--- config.mk ---
export PLATFORM = sky130hd
export DESIGN_NAME = uart_fifo_link
export DESIGN_NICKNAME = d
export VERILOG_FILES = /design/src/rtl/uart_fifo_link.sv
export SDC_FILE = /design/constraint.sdc
export NUM_CORES = 1
export LEC_CHECK = 0
export ABC_AREA = 1
export CAP_MARGIN = 10
export CORE_AREA = 2 2 160 162
export DETAILED_ROUTE_END_ITERATION = 6
export DIE_AREA = 0 0 162 164
export GPL_TIMING_DRIVEN = 1
export PLACE_DENSITY_LB_ADDON = 0.25
export SYNTH_ARGS = -nofsm -noshare
export SYNTH_HDL_FRONTEND = slang
export SYNTH_SLANG_ARGS = --single-unit
--- constraint.sdc ---
create_clock -name clk -period 3.98 [get_ports clk]
set_clock_uncertainty 0.15 [all_clocks]
set_input_delay 0.796 -clock clk [delete_from_list [all_inputs] [get_ports clk]]
set_output_delay 0.796 -clock clk [all_outputs]
set_load 0.005 [all_outputs]
--- src/rtl/uart_fifo_link.sv ---
// ============================================================================
//  Module   : uart_fifo_link (+ uart_fifo_link_fifo)
//  Brief    : 16x-oversampled UART endpoint with FWFT RX/TX FIFOs and error flags
//  Revision : 1.0
// ============================================================================
`default_nettype none

module uart_fifo_link_fifo #(
    parameter int WIDTH = 8,
    parameter int AW    = 4
) (
    input  logic             clk,
    input  logic             rst,
    input  logic             i_push,
    input  logic [WIDTH-1:0] i_data,
    input  logic             i_pop,
    output logic [WIDTH-1:0] o_data,
    output logic             o_empty,
    output logic             o_full,
    output logic [AW:0]      o_count
);
    localparam int c_DEPTH = 1 << AW;

    logic [WIDTH-1:0] r_mem [c_DEPTH];
    logic [AW-1:0]    r_wr;
    logic [AW-1:0]    r_rd;
    logic [AW:0]      r_count;
    logic             w_do_push;
    logic             w_do_pop;

    assign o_full    = (r_count == (AW+1)'(c_DEPTH));
    assign o_empty   = (r_count == '0);
    // A push into a full FIFO is dropped even when a pop happens in the same cycle
    assign w_do_push = i_push && !o_full;
    assign w_do_pop  = i_pop && !o_empty;
    assign o_data    = r_mem[r_rd];
    assign o_count   = r_count;

    always_ff @(posedge clk) begin
        if (rst) begin
            r_wr    <= '0;
            r_rd    <= '0;
            r_count <= '0;
        end else begin
            if (w_do_push) r_wr <= r_wr + 1'b1;
            if (w_do_pop)  r_rd <= r_rd + 1'b1;
            case ({w_do_push, w_do_pop})
                2'b10:   r_count <= r_count + 1'b1;
                2'b01:   r_count <= r_count - 1'b1;
                default: r_count <= r_count;
            endcase
        end
    end

    always_ff @(posedge clk) begin
        if (w_do_push) r_mem[r_wr] <= i_data;
    end
endmodule

module uart_fifo_link #(
    parameter int CLK_FREQ  = 100_000_000,
    parameter int BAUD_RATE = 19200,
    parameter int DATA_BITS = 8,
    parameter int PARITY    = 0,
    parameter int FIFO_AW   = 4
) (
    input  logic                 clk,
    input  logic                 rst,
    input  logic                 rx_stream,
    output logic                 tx_stream,
    input  logic                 rx_pop,
    output logic                 rx_valid,
    output logic [DATA_BITS-1:0] rx_data,
    output logic                 rx_frame_err,
    output logic                 rx_parity_err,
    output logic [FIFO_AW:0]     rx_count,
    output logic                 rx_overrun,
    input  logic                 err_clear,
    input  logic                 tx_push,
    input  logic [DATA_BITS-1:0] tx_data,
    output logic                 tx_full,
    output logic [FIFO_AW:0]     tx_count,
    output logic                 tx_idle
);
    localparam int c_DIV_RAW = (CLK_FREQ + 8 * BAUD_RATE) / (16 * BAUD_RATE);
    localparam int c_DIV     = (c_DIV_RAW < 1) ? 1 : c_DIV_RAW;
    localparam int c_BCW     = (c_DIV > 1) ? $clog2(c_DIV) : 1;
    localparam int c_BW      = $clog2(DATA_BITS);
    localparam logic [c_BCW-1:0] c_BAUD_LAST = c_BCW'(c_DIV - 1);
    localparam logic [c_BW-1:0]  c_BIT_LAST  = c_BW'(DATA_BITS - 1);

    typedef enum logic [2:0] {
        S_IDLE  = 3'd0,
        S_LOAD  = 3'd1,
        S_START = 3'd2,
        S_DATA  = 3'd3,
        S_PAR   = 3'd4,
        S_STOP  = 3'd5
    } state_t;

    function automatic logic f_par(input logic [DATA_BITS-1:0] d);
        return (PARITY == 1) ? ~(^d) : (^d);
    endfunction

    logic [c_BCW-1:0] r_baud;
    logic             w_tick;
    logic [1:0]       r_rx_sync;
    logic             w_rx_line;

    assign w_tick    = (r_baud == c_BAUD_LAST);
    assign w_rx_line = r_rx_sync[1];

    always_ff @(posedge clk) begin
        if (rst) begin
            r_baud    <= '0;
            r_rx_sync <= 2'b11;
        end else begin
            r_baud    <= w_tick ? '0 : r_baud + c_BCW'(1);
            r_rx_sync <= {r_rx_sync[0], rx_stream};
        end
    end

    // ---------------- receiver ----------------
    state_t                r_rx_state, w_rx_state_nx;
    logic [3:0]            r_rx_tcnt, w_rx_tcnt_nx;
    logic [c_BW-1:0]       r_rx_bcnt, w_rx_bcnt_nx;
    logic [DATA_BITS-1:0]  r_rx_shift, w_rx_shift_nx;
    logic                  r_rx_pbit, w_rx_pbit_nx;
    logic                  w_rx_push;
    logic                  w_rx_perr;
    logic                  w_rx_full;
    logic                  w_rx_empty;
    logic                  r_overrun;
    logic [DATA_BITS+1:0]  w_rx_head;

    always_ff @(posedge clk) begin
        if (rst) begin
            r_rx_state <= S_IDLE;
            r_rx_tcnt  <= '0;
            r_rx_bcnt  <= '0;
            r_rx_shift <= '0;
            r_rx_pbit  <= 1'b0;
        end else begin
            r_rx_state <= w_rx_state_nx;
            r_rx_tcnt  <= w_rx_tcnt_nx;
            r_rx_bcnt  <= w_rx_bcnt_nx;
            r_rx_shift <= w_rx_shift_nx;
            r_rx_pbit  <= w_rx_pbit_nx;
        end
    end

    always_comb begin
        w_rx_perr = 1'b0;
        if (PARITY == 1)      w_rx_perr = ~(^r_rx_shift ^ r_rx_pbit);
        else if (PARITY == 2) w_rx_perr = ^r_rx_shift ^ r_rx_pbit;
    end

    always_comb begin
        w_rx_state_nx = r_rx_state;
        w_rx_tcnt_nx  = r_rx_tcnt;
        w_rx_bcnt_nx  = r_rx_bcnt;
        w_rx_shift_nx = r_rx_shift;
        w_rx_pbit_nx  = r_rx_pbit;
        w_rx_push     = 1'b0;
        if (w_tick) begin
            w_rx_tcnt_nx = r_rx_tcnt + 4'd1;
            case (r_rx_state)
                S_IDLE: begin
                    w_rx_tcnt_nx = '0;
                    if (!w_rx_line) w_rx_state_nx = S_START;
                end
                S_START: begin
                    // Tick 7 lands mid start bit; later samples follow every 16 ticks
                    if (r_rx_tcnt == 4'd7) begin
                        w_rx_tcnt_nx  = '0;
                        w_rx_bcnt_nx  = '0;
                        w_rx_state_nx = w_rx_line ? S_IDLE : S_DATA;
                    end
                end
                S_DATA: begin
                    if (r_rx_tcnt == 4'd15) begin
                        w_rx_shift_nx = {w_rx_line, r_rx_shift[DATA_BITS-1:1]};
                        w_rx_bcnt_nx  = r_rx_bcnt + 1'b1;
                        if (r_rx_bcnt == c_BIT_LAST)
                            w_rx_state_nx = (PARITY != 0) ? S_PAR : S_STOP;
                    end
                end
                S_PAR: begin
                    if (r_rx_tcnt == 4'd15) begin
                        w_rx_pbit_nx  = w_rx_line;
                        w_rx_state_nx = S_STOP;
                    end
                end
                S_STOP: begin
                    if (r_rx_tcnt == 4'd15) begin
                        w_rx_push     = 1'b1;
                        w_rx_state_nx = S_IDLE;
                    end
                end
                default: w_rx_state_nx = S_IDLE;
            endcase
        end
    end

    uart_fifo_link_fifo #(.WIDTH(DATA_BITS + 2), .AW(FIFO_AW)) u_rx_fifo (
        .clk     (clk),
        .rst     (rst),
        .i_push  (w_rx_push),
        .i_data  ({w_rx_perr, ~w_rx_line, r_rx_shift}),
        .i_pop   (rx_pop),
        .o_data  (w_rx_head),
        .o_empty (w_rx_empty),
        .o_full  (w_rx_full),
        .o_count (rx_count)
    );

    always_ff @(posedge clk) begin
        if (rst)                         r_overrun <= 1'b0;
        else if (w_rx_push && w_rx_full) r_overrun <= 1'b1;
        else if (err_clear)              r_overrun <= 1'b0;
    end

    assign rx_valid      = !w_rx_empty;
    assign rx_data       = w_rx_head[DATA_BITS-1:0];
    assign rx_frame_err  = w_rx_head[DATA_BITS];
    assign rx_parity_err = w_rx_head[DATA_BITS+1];
    assign rx_overrun    = r_overrun;

    // ---------------- transmitter ----------------
    state_t                r_tx_state, w_tx_state_nx;
    logic [3:0]            r_tx_tcnt, w_tx_tcnt_nx;
    logic [c_BW-1:0]       r_tx_bcnt, w_tx_bcnt_nx;
    logic [DATA_BITS-1:0]  r_tx_shift, w_tx_shift_nx;
    logic                  r_tx_par, w_tx_par_nx;
    logic                  w_tx_pop;
    logic                  w_tx_empty;
    logic [DATA_BITS-1:0]  w_tx_head;

    always_ff @(posedge clk) begin
        if (rst) begin
            r_tx_state <= S_IDLE;
            r_tx_tcnt  <= '0;
            r_tx_bcnt  <= '0;
            r_tx_shift <= '0;
            r_tx_par   <= 1'b0;
        end else begin
            r_tx_state <= w_tx_state_nx;
            r_tx_tcnt  <= w_tx_tcnt_nx;
            r_tx_bcnt  <= w_tx_bcnt_nx;
            r_tx_shift <= w_tx_shift_nx;
            r_tx_par   <= w_tx_par_nx;
        end
    end

    always_comb begin
        w_tx_state_nx = r_tx_state;
        w_tx_tcnt_nx  = r_tx_tcnt;
        w_tx_bcnt_nx  = r_tx_bcnt;
        w_tx_shift_nx = r_tx_shift;
        w_tx_par_nx   = r_tx_par;
        w_tx_pop      = 1'b0;
        case (r_tx_state)
            S_IDLE: begin
                if (!w_tx_empty) begin
                    w_tx_pop      = 1'b1;
                    w_tx_shift_nx = w_tx_head;
                    w_tx_par_nx   = f_par(w_tx_head);
                    w_tx_state_nx = S_LOAD;
                end
            end
            S_LOAD: begin
                if (w_tick) begin
                    w_tx_tcnt_nx  = '0;
                    w_tx_state_nx = S_START;
                end
            end
            default: begin
                if (w_tick) begin
                    w_tx_tcnt_nx = r_tx_tcnt + 4'd1;
                    if (r_tx_tcnt == 4'd15) begin
                        case (r_tx_state)
                            S_START: begin
                                w_tx_bcnt_nx  = '0;
                                w_tx_state_nx = S_DATA;
                            end
                            S_DATA: begin
                                w_tx_shift_nx = {1'b0, r_tx_shift[DATA_BITS-1:1]};
                                w_tx_bcnt_nx  = r_tx_bcnt + 1'b1;
                                if (r_tx_bcnt == c_BIT_LAST)
                                    w_tx_state_nx = (PARITY != 0) ? S_PAR : S_STOP;
                            end
                            S_PAR: w_tx_state_nx = S_STOP;
                            default: begin
                                // End of stop bit: chain straight into the next frame if queued
                                if (!w_tx_empty) begin
                                    w_tx_pop      = 1'b1;
                                    w_tx_shift_nx = w_tx_head;
                                    w_tx_par_nx   = f_par(w_tx_head);
                                    w_tx_state_nx = S_START;
                                end else begin
                                    w_tx_state_nx = S_IDLE;
                                end
                            end
                        endcase
                    end
                end
            end
        endcase
    end

    always_comb begin
        case (r_tx_state)
            S_START: tx_stream = 1'b0;
            S_DATA:  tx_stream = r_tx_shift[0];
            S_PAR:   tx_stream = r_tx_par;
            default: tx_stream = 1'b1;
        endcase
    end

    uart_fifo_link_fifo #(.WIDTH(DATA_BITS), .AW(FIFO_AW)) u_tx_fifo (
        .clk     (clk),
        .rst     (rst),
        .i_push  (tx_push),
        .i_data  (tx_data),
        .i_pop   (w_tx_pop),
        .o_data  (w_tx_head),
        .o_empty (w_tx_empty),
        .o_full  (tx_full),
        .o_count (tx_count)
    );

    assign tx_idle = (r_tx_state == S_IDLE) && w_tx_empty;
endmodule

`default_nettype wire
==> results of run 1 <==
## how the worst max path moves through the flow
stage | from | endpoint
final | flop | rx_data[7]
after global routing | flop | rx_data[7]
after CTS | flop | rx_data[7]
after detailed placement | r_baud[0] | u_rx_fifo.o_count[4]
after global placement | r_baud[0] | u_rx_fifo.o_count[4]
after floorplan | r_baud[0] | u_rx_fifo.o_count[4]
## metal layers
| layer | up-vias | global-route usage (%) | share of wire (%) |
|---|---|---|---|
| met5 | - | 0 | 0 |
| met3 | 58 | 3.41 | 6.5 |
| met1 | 4815 | 31.9 | 42 |
| li1 | 5003 | - | - |
| met4 | 0 | 8.89 | 2.8 |
| met2 | 329 | 40.2 | 48 |
## flip-flops by register name, indices dropped and copies added (netlist names), 2 cells and up, named ones only
register	cells
u_tx_fifo.r_rd	4
r_rx_tcnt	4
r_rx_shift	8
u_tx_fifo.r_wr	4
u_rx_fifo.r_wr	4
u_tx_fifo.o_count	5
u_rx_fifo.r_mem	144
r_tx_state	3
u_rx_fifo.r_rd	4
r_tx_bcnt	3
r_rx_bcnt	3
u_rx_fifo.o_count	5
r_tx_tcnt	4
r_rx_sync	2
r_baud	9
r_tx_shift	8
r_rx_state	3
u_tx_fifo.r_mem	128
## worst reg2reg max path, delay by kind of cell, from the launching register on
family	cells	cell delay (ns)
DFF	1	0.37
adders and majority gates	3	0.94
AOI/OAI and AO/OA	6	0.76
and+or+nand+nor	4	0.53
buffers and inverters	3	0.46
## power groups by stage
stage	registers (W)	clock network, W	logic, W
floorplan	0.00428	0	0.00174
global placement	0.00431	0	0.00235
detailed placement	0.00431	0	0.00242
CTS	0.00423	0.00326	0.00243
global route	0.00426	0.00339	0.00275
finish	0.00424	0.00321	0.00244
## Yosys cell counts (all sizes together)
cell type and count:
edfxtp 272, nand2 264, inv 150, nor2 144
o21ai 111, nand3 95, a21oi 88, dfxtp 83
o211ai 49, mux2i 36, clkbuf 31, buf 28
ha 25, nand4 10, nor3 8, xor2 7
a211oi 6, xnor2 6, clkinv 4, or2 4
nor3b 3, a31oi 2, nor4 2, a21o 1
a221o 1, a221oi 1, a31o 1, conb 1
fa 1, o211a 1, o21bai 1, o221ai 1
o22ai 1
## logic make-up after synthesis
kind of cell / count (synthesis)
adders and majority gates: 26
other: 1
DFF: 355
muxes: 36
buffers and inverters: 213
and+or+nand+nor: 530
AOI/OAI and AO/OA: 264
xor gates and xnor gates: 13
## final cells by class
| cell class | count | area (um^2) | share of cell area [%] |
|---|---|---|---|
| flip-flops and latches | 355 | 9830 | 58.0 |
| well taps | 330 | 413 | 2.44 |
| inverters | 154 | 578 | 3.41 |
| clock buffers | 50 | 953 | 5.63 |
| clock inverters | 14 | 159 | 0.938 |
| multi-input cells | 870 | 4500 | 26.6 |
| repair buffers | 53 | 503 | 2.97 |
## through the flow
| stage | instances | setup WS (ns) | power [W] |
|---|---|---|---|
| floorplan | 1438 | 1.20 | 0.00602 |
| global placement | 1762 | 0.793 | 0.00666 |
| detailed placement | 1762 | 0.697 | 0.00673 |
| CTS | 1826 | 0.454 | 0.00993 |
| global route | 1826 | 0.352 | 0.0104 |
| finish | 1826 | 0.510 | 0.00988 |
==> impl_summary.md, run 1 <==
Synth
The synthesized design contains 355 register bits. The complex-gate fraction of the synthesized area is 9.82%. After Yosys synthesis, XOR and XNOR cells account for 0.749% of the synthesized area. In the synthesized netlist, the number of instances is 1438. The Yosys step of the flow raised 0 warnings. In the post-synthesis netlist, the biggest area contributors are edfxtp_1 (54%), dfxtp_1 (11%), nand2_1 (6.5%), inv_1 (3.5%), nor2_1 (3.5%). Sequential cells were found to cover 64.6% of the synthesized design area. Synthesis instantiated 45 different standard cells from the library. In this run the biggest area consumer among cell types represents 53.7% of the synthesized area. The total standard cell area after synthesis is 0.0152 mm^2. The largest area contributor in the synthesized netlist is edfxtp_1. The post-synthesis share of cell area spent on and, or, nand and nor gates is 14.5%. The main combinational cell family by area after synthesis is simple AND/OR/NAND/NOR gates. The number of nets produced by synthesis is 1478.

The arithmetic-cell share of the synthesized area counting full adders, half adders and majority gates is 2.19%. After synthesis, the mean cell area works out to 10.6 um^2. Of the post-synthesis cell area, the part taken by muxes is 2.37%.

Worst setup path
The top fanout value on the critical path is 108. The count of cells along the worst register-to-register path is 16. STA classifies the critical path endpoint as an output port.

The critical register-to-register path startpoint is r_baud[0]. The startpoint-to-endpoint class of the critical path is reg2out. The arrival time at the worst endpoint is 2.52 ns. The worst path required time is 3.03 ns. In this run the critical register-to-register path is captured at u_rx_fifo.o_count[4]. The signal on the critical path passes through buf_12 -> mux2i_1 -> o21ai_0 -> o211ai_1 -> nand2_1 -> clkdlybuf4s50_1. In this run the register-to-register setup slack is 0.68 ns. The delay of the slowest cell on the worst path is 0.45 ns.

The launching element type of the critical path is a flop. The kind of cell adding the most delay to the critical path is buffers and inverters. The highest-delay cell along the critical path is clkdlybuf4s50_1. The number of buffers and inverters on the critical path is 2. Counting buffers and inverters, the worst setup path is 6 cells deep.

Die
The height of the chip is 164 um. The core region is 0.0248 mm^2. In this run the core area contains 58 standard-cell rows.

The I/O pin count is 39. The chip width is 162 um. The full die area is 0.0266 mm^2.

The initial standard-cell utilization of the core is 61.3%.

Power
The internal power of the cells totals 0.00690 W. The clock network accounts for 32.5% of the total power. Of the total power, combinational logic draws 24.7%. In this run the power density over the cells is 583 mW/mm^2. Sequential cells burn 42.9% of the power. The analysis attributes to cell leakage a power of 6.35 nW. Net switching is 30.2% of the power. The worst-case IR drop observed on VDD is 431 uV. The net switching power of the design is 0.00299 W.

STA
Setup violations remaining at the end of the flow were counted as 0. At the pin with the least slew margin, the transition time is 1.01 ns. Setup repair after global routing left no endpoint under its margin.

Dividing the final minimum period by the clock period gives 87.2%. The clock period minus worst slack is 3.47 ns. The number of pins with negative max-slew slack in the final report is 0.

On the final layout, the worst hold slack is 0.273 ns. The number of hold-slack violations in the final timing report was 0. The relative slew slack is 32.3%. For the final routed database, the setup TNS stands at 0 ns. Static timing analysis puts the maximum clock frequency at 288 MHz.

Clocking
The clock tree root buffer cell is clkbuf_16. The number of H-tree branching levels is 2. The TritonCTS clock tree is done.

The total CTS buffers is 36. The post-CTS repair timing setup buffer count is 0. In this run, post-CTS hold repair placed 0 buffers. After clock tree synthesis, the repair step resized 0 gates. The CTS clock-pin slew for the worst setup and hold paths is 0.06 ns.

The largest buffer count on any clock path is 3. The clock latency of the later-clocked register in the worst-skew pair is 0.52 ns. The clock net sink count is 355.

Job
The number of max-capacitance violations reported is 0.

Route
The post-detailed-route count of antenna-violating nets is 0. The total wire length is 30800 um. The first routing iteration left 862 violations. The final routed DRC violation total is 0. The routed length per instance is 16.9 um.

The number of iterations in the first detailed-routing pass is 6. The routed layout has 10200 vias. Using the TritonRoute via totals, the vias-per-cell ratio works out to 5.59.

Run status
The run finished with clean final reports.

Min path
Along the worst hold path, the cell count comes to 1. The tightest min-delay check is of the reg2reg type. The worst hold path terminates at r_rx_sync[1]. The start point of the worst min-delay path is r_rx_sync[0].

Placement
The count of buffers from port buffering is 37. The HPWL reported at the end of detailed placement is 18800 um. The instance area after placement is 0.0158 mm^2. At the end of routability-driven placement, the weighted congestion stood at 0.818.

Layout
At the end of the flow, the number of nets in the layout was 1510. The repair_antennas step left the layout with diodes totalling 0. The leading cell type in the layout, fill and taps excluded is edfxtp_1. The fill cell instance count of the final layout is 1825. The utilization of the core after routing is 68.3%.

Summing all non-filler instances in the final layout gives an area of 0.0169 mm^2. The synthesis-to-layout area growth is 11.4%. The ratio of cells with drive above 1 in the final layout is 5.68%. In the layout the commonest cells are edfxtp_1 (272), nand2_1 (263), inv_1 (142), nor2_1 (140), o21ai_0 (100).

Global routing
The first global-routing pass estimated 49800 um of wire. The via count of the first global-routing pass is 9827. Global routing consumed, over all layers together, 23.9% of the routing resources. The initial antenna violation count is 0. Entering global routing, the biggest net connects 109 pins.

The sum of overflow across all layers after global routing is 0.
Note: power is estimated with default switching activity, not from simulation.
==> run 2, diff against run 1 <==
--- a/config.mk
+++ b/config.mk
@@ -10,7 +10,6 @@
 export CORE_AREA = 2 2 160 162
 export DETAILED_ROUTE_END_ITERATION = 6
 export DIE_AREA = 0 0 162 164
-export GPL_TIMING_DRIVEN = 1
 export PLACE_DENSITY_LB_ADDON = 0.25
 export SYNTH_ARGS = -nofsm -noshare
 export SYNTH_HDL_FRONTEND = slang
==> results of run 2 <==
No change in the layout: final DEF, timing and power equal those of run 1.
==> run 3, diff against run 2 <==
--- a/config.mk
+++ b/config.mk
@@ -7,9 +7,9 @@
 export LEC_CHECK = 0
 export ABC_AREA = 1
 export CAP_MARGIN = 10
-export CORE_AREA = 2 2 160 162
+export CORE_AREA = 2 2 163 165
 export DETAILED_ROUTE_END_ITERATION = 6
-export DIE_AREA = 0 0 162 164
+export DIE_AREA = 0 0 165 167
 export PLACE_DENSITY_LB_ADDON = 0.25
 export SYNTH_ARGS = -nofsm -noshare
 export SYNTH_HDL_FRONTEND = slang
==> impl_summary.md, run 3 (synthesized netlist as in run 1, its figures left out) <==
Run status
The run finished with clean final reports.

Worst setup path
The most frequent cell on the critical path is o211ai_1. On the critical path the largest part of the delay comes from buffers and inverters. The capture point of the worst path is rx_data[4]. The top fanout value on the critical path is 56 (-48%). The count of cells along the worst register-to-register path was 13 (-3). The startpoint identified for the worst register-to-register timing path is r_rx_tcnt[0]. The critical path in this run is classified as reg2out. The launching element type of the critical path is a flop. The buffers plus inverters on the worst setup path is 2 (unchanged). The critical path endpoint category is an output port.

The highest-delay cell along the critical path is dfxtp_4. The delay of the slowest cell on the worst path is 0.68 ns (+0.23 ns). The arrival time at the worst endpoint is 2.64 ns (+0.12 ns). The reg2reg setup slack is 0.84 ns (+0.16 ns).

The reg-to-reg endpoint is u_rx_fifo.o_count[4]. The instance count on the critical path was 6 (unchanged). The worst path required time is 3.03 ns (about the same). Walking the worst path, the cells encountered are buf_12 -> mux2i_1 -> o211ai_1 -> o211ai_1 -> nand2_1 -> clkdlybuf4s50_1.

Layout
The most flop-heavy register is u_rx_fifo.r_mem. The fill cell instance count of the final layout is 1914 (+4.9%). The layout net count is 1514 (+0.26%). The largest registers in the layout are u_rx_fifo.r_mem: 144 flops, u_tx_fifo.r_mem: 128 flops, r_baud: 9 flops. The ratio of cells with drive above 1 in the final layout is 6.59% (+0.91 points). The sequential cell area in the final layout is 0.00983 mm^2 (unchanged).

The number of flip-flops under the largest register name was 144 (unchanged). The multi-input logic area is 0.00450 mm^2 (unchanged). The number of diodes is 0 (unchanged). In the layout the commonest cells are edfxtp_1 (272), nand2_1 (263), inv_1 (142), nor2_1 (140), o21ai_0 (100). The synthesis-to-layout area growth is 12.7%. The filler-free cell count of the finished design came to 1837 (+0.60%). The leading cell type in the layout, fill and taps excluded is edfxtp_1.

STA
The sum of negative setup slack is 0 ns (unchanged). The relative slew slack is 34.3% (+2.0 points). The count of final setup violators is 0 (unchanged). The clock period minus worst slack is 3.59 ns (+0.116 ns).

The transition time of the tightest slew-check pin is 0.984 ns (-0.0296 ns). The number of hold-slack violations in the final timing report came to 0 (unchanged). The fmax is 279 MHz (-3.2%).

The final period utilization is 90.1% (+2.9 points). The number of pins with negative max-slew slack in the final report is 0 (unchanged). The final worst hold slack is 0.288 ns (+0.0146 ns). Setup repair after global routing left no endpoint under its margin.

Clocking
TritonCTS built the clock tree. The largest buffer count on any clock path is 3 (unchanged). The number of hold buffers added after CTS is 0 (unchanged). The clock net sink count is 355 (unchanged). The root buffer cell chosen for the clock tree is clkbuf_16. The post-CTS repair timing setup buffer count came to 0 (unchanged).

The CTS clock-pin slew for the worst setup and hold paths is 0.06 ns (about the same). The number of H-tree branching levels is 2 (unchanged). The number of gates resized after cts is 0 (unchanged). The total CTS buffers was 37 (+2.8%).

The clock latency of the later-clocked register in the worst-skew pair is 0.52 ns (about the same).

Die
The full die area is 0.0276 mm^2 (+3.7%). The core footprint is 0.0258 mm^2 (+3.8%). The height of the chip is 167 um (+1.8%). The standard-cell row count came to 59 (+1.7%). The chip width is 165 um (+1.9%).

The initial standard-cell utilization of the core is 59.0% (-2.2 points). The I/O pin count came to 39 (unchanged).

Job
The number of max-capacitance violations reported is 0 (unchanged).

Placement
The count of buffers from port buffering is 37 (unchanged). The cell total after placement is 1770 (+0.45%). The HPWL reported at the end of detailed placement came to 19100 um (+1.4%).

The last weighted congestion value of the routability-driven placer is 0.834 (+1.9%).

Power
The worst IR drop on VDD is 543 uV (+26%). The static leakage power is 6.45 nW (+1.7%). The power per cell area was 597 mW/mm^2 (+2.3%).

Global routing
The initial antenna violation count is 0 (unchanged). The via count of the first global-routing pass is 9688 (-1.4%). The sum of overflow across all layers after global routing is 0 (unchanged).

The wire length of the first global-routing pass is 49500 um (-0.75%). The all-layer global routing usage was 22.9% (-1.0 points). The maximum number of pins on one net before global-route repair is 73 (-33%).

Route
The routed via count is 10200 (-0.25%). The number of vias per cell is 5.54 (-0.85%). The total wire length came to 31100 um (+1.1%). The number of iterations in the first detailed-routing pass came to 7 (+1). The final routed DRC violation total was 0 (unchanged). The post-detailed-route count of antenna-violating nets was 0 (unchanged). The violation count after the first detailed-routing iteration is 871 (+1.0%). The routed length per instance is 17.0 um (+0.53%).

Min path
The path type of the worst min-delay path is reg2reg.
[run 3: per-stage QoR]
step	worst slack (ns)	total power, W	util (%)	cell area [um^2]
5_1_grt	0.139	0.0108	66.5	17100
4_1_cts	0.366	0.0103	66.5	17100
2_1_floorplan	1.20	0.00602	-	15200
3_3_place_gp	0.818	0.00670	61.6	15900
6_report	0.394	0.0102	66.5	17100
3_5_place_dp	0.789	0.00676	61.6	15900
[run 3: how the worst min path moves through the flow]
stage | end | slack (ns) | cells past startpoint | startpoint
3_3_place_gp | r_rx_sync[1] | 0.27 | 1 | r_rx_sync[0]
4_1_cts | r_baud[7] | 0.29 | 1 | r_baud[6]
3_5_place_dp | r_rx_sync[1] | 0.29 | 1 | r_rx_sync[0]
5_1_grt | r_rx_sync[1] | 0.31 | 1 | r_rx_sync[0]
2_1_floorplan | r_rx_sync[1] | 0.24 | 1 | r_rx_sync[0]
6_report | r_rx_sync[1] | 0.29 | 1 | r_rx_sync[0]
[run 3: per-layer routing]
metal  share of wire [%]  routed length, um  up-vias  track usage [%]
met5                   0                  0        -                0
met4                 2.5                764        0             6.77
met3                 5.0               1570       57             3.04
met2                  49              15400      291             38.9
met1                  43              13400     4809             30.7
li1                    -                  -     5022                -
[run 3: cell type report]
type                    instances  share of cell area [%]
inverters                     154                    3.37
flip-flops and latches        355                    57.4
clock inverters                12                    1.02
well taps                     335                    2.45
multi-input cells             870                    26.3
clock buffers                  55                    6.39
repair buffers                 56                    3.07
[run 3: power breakdown]
| part | leakage, nW | switching, W | internal [W] | total (W) |
|---|---|---|---|---|
| Sequential | 2.86 | 0.000181 | 0.00412 | 0.00430 |
| Clock | 0.627 | 0.00136 | 0.00217 | 0.00353 |
| Combinational | 2.96 | 0.00150 | 0.000901 | 0.00240 |
| Total | 6.45 | 0.00304 | 0.00719 | 0.0102 |
